## src/rtl/rv_pkg.sv

```systemverilog
// Shared helpers and reset constants for the rv stream stages.
package rv_pkg;

  localparam logic RV_RST_VAL = 1'b0;
  localparam logic RV_RST_RDY = 1'b1;

  function automatic int cnt_w(input int n);
    return (n <= 2) ? 1 : $clog2(n);
  endfunction

  function automatic int lane_lo(input int i, input int w);
    return i * w;
  endfunction

endpackage

```

## src/rtl/rv_pack_if.sv

```systemverilog
// Narrow-in / wide-out stream bundle for the rv packer.
interface rv_pack_if #(
  parameter int wd    = 4,
  parameter int ratio = 4
);

  logic [wd-1:0]       datain;
  logic                datain_val;
  logic                datain_last;
  logic                datain_rdy;
  logic [wd*ratio-1:0] dataout;
  logic [ratio-1:0]    dataout_keep;
  logic                dataout_last;
  logic                dataout_val;
  logic                dataout_rdy;

  modport master (
    output datain, datain_val, datain_last, dataout_rdy,
    input  datain_rdy, dataout, dataout_keep,
    input  dataout_last, dataout_val
  );

  modport slave (
    input  datain, datain_val, datain_last, dataout_rdy,
    output datain_rdy, dataout, dataout_keep,
    output dataout_last, dataout_val
  );

endinterface

```

## src/rtl/rv_pack.sv

```systemverilog
// Packs ratio narrow beats into one wide word with lane keep;
// input ready is registered and never sees dataout_rdy combinationally.
module rv_pack
  import rv_pkg::*;
#(
  parameter int wd    = 4,
  parameter int ratio = 4
) (
  input logic     clk,
  input logic     rst_n,
  rv_pack_if.slave bus
);

  localparam int CW = cnt_w(ratio);
  localparam int OW = wd * ratio;

  logic [OW-1:0]    r_acc;
  logic [ratio-1:0] r_keep;
  logic [CW-1:0]    r_cnt;
  logic             r_last;
  logic             r_done;
  logic [OW-1:0]    r_out;
  logic [ratio-1:0] r_okeep;
  logic             r_olast;
  logic             r_oval;

  logic [OW-1:0]    w_macc;
  logic [ratio-1:0] w_mkeep;
  logic             w_rdy;
  logic             w_fire;
  logic             w_free;
  logic             w_cmpl;

  assign w_rdy  = ~r_done;
  assign w_fire = bus.datain_val & w_rdy;
  assign w_free = ~r_oval | bus.dataout_rdy;
  assign w_cmpl = (r_cnt == CW'(ratio - 1))
                | bus.datain_last;

  // accumulator with the incoming beat merged into lane r_cnt
  always_comb begin
    w_macc  = r_acc;
    w_mkeep = r_keep;
    for (int i = 0; i < ratio; i++) begin
      if (r_cnt == CW'(i)) begin
        w_macc[lane_lo(i, wd) +: wd] = bus.datain;
        w_mkeep[i] = 1'b1;
      end
    end
  end

  always_ff @(posedge clk or negedge rst_n) begin
    if (!rst_n) begin
      r_acc   <= '0;
      r_keep  <= '0;
      r_cnt   <= '0;
      r_last  <= RV_RST_VAL;
      r_done  <= ~RV_RST_RDY;
      r_out   <= '0;
      r_okeep <= '0;
      r_olast <= RV_RST_VAL;
      r_oval  <= RV_RST_VAL;
    end else begin
      if (bus.dataout_rdy) r_oval <= 1'b0;
      if (r_done) begin
        if (w_free) begin
          r_out   <= r_acc;
          r_okeep <= r_keep;
          r_olast <= r_last;
          r_oval  <= 1'b1;
          r_acc   <= '0;
          r_keep  <= '0;
          r_last  <= 1'b0;
          r_done  <= 1'b0;
        end
      end else if (w_fire) begin
        if (w_cmpl && w_free) begin
          r_out   <= w_macc;
          r_okeep <= w_mkeep;
          r_olast <= bus.datain_last;
          r_oval  <= 1'b1;
          r_acc   <= '0;
          r_keep  <= '0;
          r_cnt   <= '0;
        end else if (w_cmpl) begin
          // park the finished group; input stalls one cycle
          r_acc   <= w_macc;
          r_keep  <= w_mkeep;
          r_last  <= bus.datain_last;
          r_done  <= 1'b1;
          r_cnt   <= '0;
        end else begin
          r_acc   <= w_macc;
          r_keep  <= w_mkeep;
          r_cnt   <= r_cnt + 1'b1;
        end
      end
    end
  end

  assign bus.datain_rdy   = w_rdy;
  assign bus.dataout      = r_out;
  assign bus.dataout_keep = r_okeep;
  assign bus.dataout_last = r_olast;
  assign bus.dataout_val  = r_oval;

endmodule

```

## src/flat_wrapper.sv

```systemverilog
// flat-port wrapper written by rule: the top's interface ports become plain ports
module rv_pack_flat import rv_pkg::*;
#(
  parameter int wd    = 4,
  parameter int ratio = 4
)
  (clk, rst_n, bus_datain, bus_datain_val, bus_datain_last, bus_dataout_rdy, bus_datain_rdy, bus_dataout, bus_dataout_keep, bus_dataout_last, bus_dataout_val);
  rv_pack_if #(.wd(wd), .ratio(ratio)) bus_i ();
  input logic clk;
  input logic rst_n;
  input wire logic [$bits(bus_i.datain)-1:0] bus_datain;
  input wire logic [$bits(bus_i.datain_val)-1:0] bus_datain_val;
  input wire logic [$bits(bus_i.datain_last)-1:0] bus_datain_last;
  input wire logic [$bits(bus_i.dataout_rdy)-1:0] bus_dataout_rdy;
  output wire logic [$bits(bus_i.datain_rdy)-1:0] bus_datain_rdy;
  output wire logic [$bits(bus_i.dataout)-1:0] bus_dataout;
  output wire logic [$bits(bus_i.dataout_keep)-1:0] bus_dataout_keep;
  output wire logic [$bits(bus_i.dataout_last)-1:0] bus_dataout_last;
  output wire logic [$bits(bus_i.dataout_val)-1:0] bus_dataout_val;
  assign bus_i.datain = bus_datain;
  assign bus_i.datain_val = bus_datain_val;
  assign bus_i.datain_last = bus_datain_last;
  assign bus_i.dataout_rdy = bus_dataout_rdy;
  assign bus_datain_rdy = bus_i.datain_rdy;
  assign bus_dataout = bus_i.dataout;
  assign bus_dataout_keep = bus_i.dataout_keep;
  assign bus_dataout_last = bus_i.dataout_last;
  assign bus_dataout_val = bus_i.dataout_val;
  rv_pack #(.wd(wd), .ratio(ratio)) u_core (.clk(clk), .rst_n(rst_n), .bus(bus_i));
endmodule
```

## config.mk

```make
export PLATFORM = sky130hd
export DESIGN_NAME = rv_pack_flat
export DESIGN_NICKNAME = d
export VERILOG_FILES = /design/src/rtl/rv_pkg.sv /design/src/rtl/rv_pack_if.sv /design/src/rtl/rv_pack.sv /design/src/flat_wrapper.sv
export SDC_FILE = /design/constraint.sdc
export NUM_CORES = 1
export LEC_CHECK = 0
export CORE_UTILIZATION = 59
export DETAILED_ROUTE_END_ITERATION = 12
export HOLD_SLACK_MARGIN = 0.12
export PLACE_DENSITY = 0.93
export SETUP_SLACK_MARGIN = 0.1
export SKIP_LAST_GASP = 1
export SYNTH_ARGS = -nofsm -noshare
export SYNTH_HDL_FRONTEND = slang
export SYNTH_SLANG_ARGS = --single-unit
export TNS_END_PERCENT = 50
```

## constraint.sdc

```tcl
create_clock -name clk -period 2.6 [get_ports clk]
set_clock_uncertainty 0.05 [all_clocks]
set_input_delay 0.52 -clock clk [delete_from_list [all_inputs] [get_ports clk]]
set_output_delay 0.52 -clock clk [all_outputs]
set_load 0.02 [all_outputs]
```

# Word-level counts from Yosys, hierarchy flattened
# Cells that the tools add are included.
# word_totals
regBits,46
# classes
add_sub_neg,1
eq_ne,5
mux,45
bitwise,5
reduce_logical,9
# op_table
cell,n
2-to-1 mux 16 bit,8
2-to-1 mux 4 bit,12
2-to-1 mux 1 bit,23
nonzero test 2 bit,3
equality test 2 bit (second input constant),2
2-to-1 mux 2 bit,2
AND reduction 2 bit,2
AND reduction 4 bit,1
AND reduction 3 bit,1
adder 2 x 1 -> 2 bit (second input constant),1
equality test 2 x 1 -> 1 bit (second input constant),1
logical NOT 2 bit,1
inequality test 2 x 1 -> 1 bit (second input constant),1
inequality test 2 bit (second input constant),1
inverter 1 bit,2
bitwise OR 1 bit,2
AND 1 bit,1
logical AND 1 bit,1

# Logic depth before layout (Yosys ltp)
# depth
depth_word,6
depth_mapped,6

# Least setup slack after synthesis
# OpenSTA, ideal clock, no wires.
# synth_path
path_kind,register -> register
startpoint,register u_core.r_cnt[0]
endpoint,register u_core.r_out[12] (netlist: u_core.bus.dataout[12])
setup_time_ps,125
arrival_ps,1477
slack_ps,948
stages_incl_launch_ff,6
n_path_buf,1
path_cell_list,dfrtp_1 > ha_1 > nor2b_1 > buf_2 > mux2_4 > mux2_2
# synth_between
elab_chain_cells,5
elab_cells_between_ends,9
# synth_lines
element,line,source
"start, declared",rv_pack.sv:19,logic [CW-1:0] r_cnt;
"start signal, assigned",rv_pack.sv:95,r_cnt <= r_cnt + 1'b1;
equality test 2 bit *,"rv_pack.sv:37, rv_pack.sv:45",
2-to-1 mux 4 bit / bitwise OR 1 bit (equally long branches),"rv_pack.sv:45, rv_pack.sv:38",
2-to-1 mux 16 bit / logical AND 1 bit (equally long branches),rv_pack.sv:77,if (w_cmpl && w_free) begin
2-to-1 mux 16 bit / nonzero test 2 bit (equally long branches),--,
2-to-1 mux 16 bit / AND reduction 3 bit (equally long branches),--,
"end signal, assigned",rv_pack.sv:67,r_out <= r_acc;
"end signal, assigned",rv_pack.sv:78,r_out <= w_macc;
"end, declared",rv_pack.sv:22,logic [OW-1:0] r_out;
# Mark *: on every way between the ends. The rest lies on a longest branch, timed or not. The select of a mux whose other input is x is not followed.
# A chain may end at the register's enable or synchronous reset.

# Worst setup path in the final report
# layout_path
startpoint,register u_core.r_done
endpoint,output port bus_datain_rdy
# layout_between
elab_chain_cells,1
# layout_lines
element,line,source
"start, declared",rv_pack.sv:21,logic r_done;
"start signal, assigned",rv_pack.sv:58,r_done <= ~RV_RST_RDY;
inverter 1 bit (no source line),--,
"end, declared",flat_wrapper.sv:15,output wire logic [$bits(bus_i.datain_rdy)-1:0] bus_datain_rdy;
# Every way passes these cells.

==> results by group <==
Run status
  • Status: complete, no violations

Setup path
  • Critical path depth: 2
  • CP cell instances: inv_2, clkdlybuf4s50_1
  • Largest delay contributor family on the critical path: buffers and inverters
  • Setup crit start: u_core.r_done$_DFF_PN0_
  • Critical setup path kind: reg -> out
  • Flop-to-flop setup slack: 0.64 ns
  • Worst r2r dst: u_core.bus.dataout[15]$_DFFE_PN0P_
  • Critical Path Slowest Stage Cell: clkdlybuf4s50_1
  • Reg2Reg Launch Point: u_core.r_cnt[0]$_DFFE_PN0P_
  • Crit path capture type: output port
  • Crit path launch type: flop
  • CP peak stage delay: 0.63 ns
  • CP arrival: 1.64 ns
  • Critical Path End: bus_datain_rdy
  • CP required: 2.03 ns
  • Worst path bufs/invs: 2
  • Critical path fanouts, max: 11
  • Reg2Reg Depth: 5

Routing
  • DRC: 0
  • Antenna-violating nets left: 0
  • Initial DRC Count: 108
  • Via count: 1756
  • Wire per inst: 17.2 µm
  • Final wirelength: 4.92 mm
  • Vias per cell: 6.14
  • Drt pass-1 iters: 4

Logic synthesis
  • Post-synthesis sequential element count: 46
  • Synth Cell Area: 2420 µm²
  • Syn Nets: 219
  • Syn_area_per_cell: 11.8 µm²
  • Area share of the largest cell type after synthesis: 0.475
  • Synth area leader: dfrtp_1
  • Syn Inst Count: 206
  • Register area share after synthesis: 0.475
  • Post-synth cell types: 33
  • Top cells by area, synth: dfrtp_1 (47%), o2111ai_1 (8.7%), mux2_1 (7.4%)
  • Yosys warns: 0

GRT
  • First-pass GRT wire length: 8.17 mm
  • GR met3 Demand/Resource: 0.0621
  • Vias in the first global route: 1677
  • Pin count of the biggest net entering global routing: 47
  • GRT Overall Usage: 0.254
  • GR Overflow Total: 0
  • M1 GR Usage: 0.351
  • Met2 Use GR: 0.395
  • Grt peak-use layer: met2
  • Initial antenna violation count: 0

Clock network
  • CTS root buf: clkbuf_8
  • Hold_buf cts: 0
  • Postcts setup bufs: 0
  • Clk buf depth: 2
  • TritonCTS clock tree: yes
  • Worst-Skew Late Latency: 0.30 ns
  • # resized after CTS: 0
  • Max H-tree Level: 2
  • CTS clk-pin slew, worst paths: 0.09 ns
  • Num CTS Buffers: 5
  • CTS Sinks: 46

Pwr
  • Leakage: 1.23 nW
  • VDD IR max: 0.000505 V
  • Pwr per Cell Area: 817 nW/µm²

Die
  • Initial Util: 0.638
  • Row count: 22
  • # IOs: 32
  • Full die area: 4370 µm²
  • Die X: 66.1 µm
  • Core area: 3800 µm²
  • Die height: 66.1 µm

STA
  • Worst setup margin: 0.391 ns
  • RSZ-0062 raised after global routing: no
  • Final hold vios: 0
  • Slew HR: 0.359
  • Final Max Tran Viols: 0
  • Fin crit share: 0.850
  • Worst-margin pin slew: 0.955 ns
  • Setup-failing EPs final: 0
  • Final setup TNS: 0 ns
  • Fmax: 453 MHz
  • Min cycle time layout: 2.21 ns

Finish
  • ANT cells: 0
  • Filler cell count in the final layout: 275
  • Layout cells sized above 1: 0.185
  • Multi-input gate area: 1100 µm²
  • Fin cells: 286
  • Register area: 1150 µm²
  • Area growth from synthesis to layout: 17.4%
  • Final #Nets: 250

Placed design
  • DPL Wire Length: 3.20 mm
  • PortBufs: 31
  • Worst slack, placed: 0.360 ns
  • Cells after DPL: 278
  • Routability cong.: 0.789

Hold path
  • Hold Crit Class: in -> async

Job
  • Max_cap viols: 0
synthesized netlist by cell type:
cell type	number
nor2_1	3
mux2_4	4
o2111ai_1	24
mux2_2	16
mux2_1	16
nor3_1	1
nand2_1	8
o21ai_2	1
a21oi_4	1
nand3_1	1
inv_1	20
buf_4	4
a21oi_1	4
and2_1	1
a2bb2oi_1	1
o22a_1	1
and3_1	1
o21ai_1	1
o211ai_1	15
nand2b_1	3
ha_1	4
inv_2	1
nand2b_4	3
buf_2	9
nor2b_1	4
mux2i_1	1
o21ai_0	3
a21o_1	1
a32o_1	4
dfrtp_1	46
buf_6	2
a22oi_1	1
nor2_2	1
flip-flops by register name, summed over array words and instances (netlist names):
register / flops
u_core.bus.dataout: 16
u_core.bus.dataout_keep: 4
u_core.bus.dataout_last: 1
u_core.bus.dataout_val: 1
u_core.r_acc: 16
u_core.r_cnt: 2
u_core.r_done: 1
u_core.r_keep: 4
u_core.r_last: 1
layout make-up:
class / instances / share of cell area
Sequential cell: 46 / 0.405
Inverter: 21 / 0.0277
Clock buffer: 7 / 0.0303
Timing Repair Buffer: 39 / 0.128
Multi-Input combinational cell: 124 / 0.386
Tap cell: 48 / 0.0211
Clock inverter: 1 / 0.00176
logic make-up (layout without fill, tap and decap cells):
group,after synthesis,in the layout,synth area share
flops,46,46,0.475
mux,37,37,0.178
simple gates,26,26,0.0640
compound gates,57,57,0.190
fa+ha+maj,4,4,0.0207
buf+inv,36,68,0.0728
metrics by stage:
stage / utilization / total power (W) / cell area [µm²] / hold slack (ns)
after global routing: 0.749 / 0.00246 / 2850 / 0.285
after global placement: 0.725 / 0.00186 / 2750 / 0.424
after floorplan: - / 0.00154 / 2420 / 0.174
after CTS: 0.749 / 0.00234 / 2850 / 0.256
after detailed placement: 0.725 / 0.00189 / 2750 / 0.432
final: 0.749 / 0.00232 / 2850 / 0.237
how the worst min path moves through the flow:
stage,slack (ns),startpoint,depth (start not counted),to
after floorplan,0.17,rst_n,0,u_core.bus.dataout[0]$_DFFE_PN0P_
after global placement,0.42,u_core.bus.dataout_keep[0]$_DFFE_PN0P_,1,u_core.bus.dataout_keep[0]$_DFFE_PN0P_
after detailed placement,0.43,u_core.bus.dataout_keep[1]$_DFFE_PN0P_,1,u_core.bus.dataout_keep[1]$_DFFE_PN0P_
after CTS,0.26,rst_n,2,u_core.r_last$_DFFE_PN0P_
after global routing,0.29,rst_n,2,u_core.bus.dataout[12]$_DFFE_PN0P_
final,0.24,rst_n,2,u_core.bus.dataout[12]$_DFFE_PN0P_
placed cells by master, fill, tap and decap left out, types with 3 or more instances in the layout:
| cell type | Yosys | final |
|---|---|---|
| a21oi_1 | 4 | 4 |
| a32o_1 | 4 | 4 |
| buf_4 | 4 | 8 |
| clkbuf_8 | 0 | 6 |
| clkdlybuf4s50_1 | 0 | 30 |
| dfrtp_1 | 46 | 46 |
| ha_1 | 4 | 4 |
| inv_1 | 20 | 20 |
| mux2_1 | 16 | 16 |
| mux2_2 | 16 | 16 |
| mux2_4 | 4 | 4 |
| nand2_1 | 8 | 8 |
| nand2b_1 | 3 | 3 |
| nand2b_4 | 3 | 3 |
| nor2_1 | 3 | 3 |
| nor2b_1 | 4 | 3 |
| o2111ai_1 | 24 | 24 |
| o211ai_1 | 15 | 15 |
| o21ai_0 | 3 | 3 |
layer usage:
metal	up-vias	part of all wire
met1	862	0.46
met3	9	0.055
met4	0	0.013
met2	57	0.47
met5	-	0
li1	828	-
where the power goes:
group / total (W) / leakage, nW / internal, W / switching, W
Sequential: 0.00100 / 0.607 / 0.000893 / 0.000108
Clock: 0.000448 / 0.0482 / 0.000215 / 0.000233
Combinational: 0.000876 / 0.572 / 0.000428 / 0.000447
Total: 0.00232 / 1.23 / 0.00154 / 0.000789
Power figures use the tool's default switching activity.
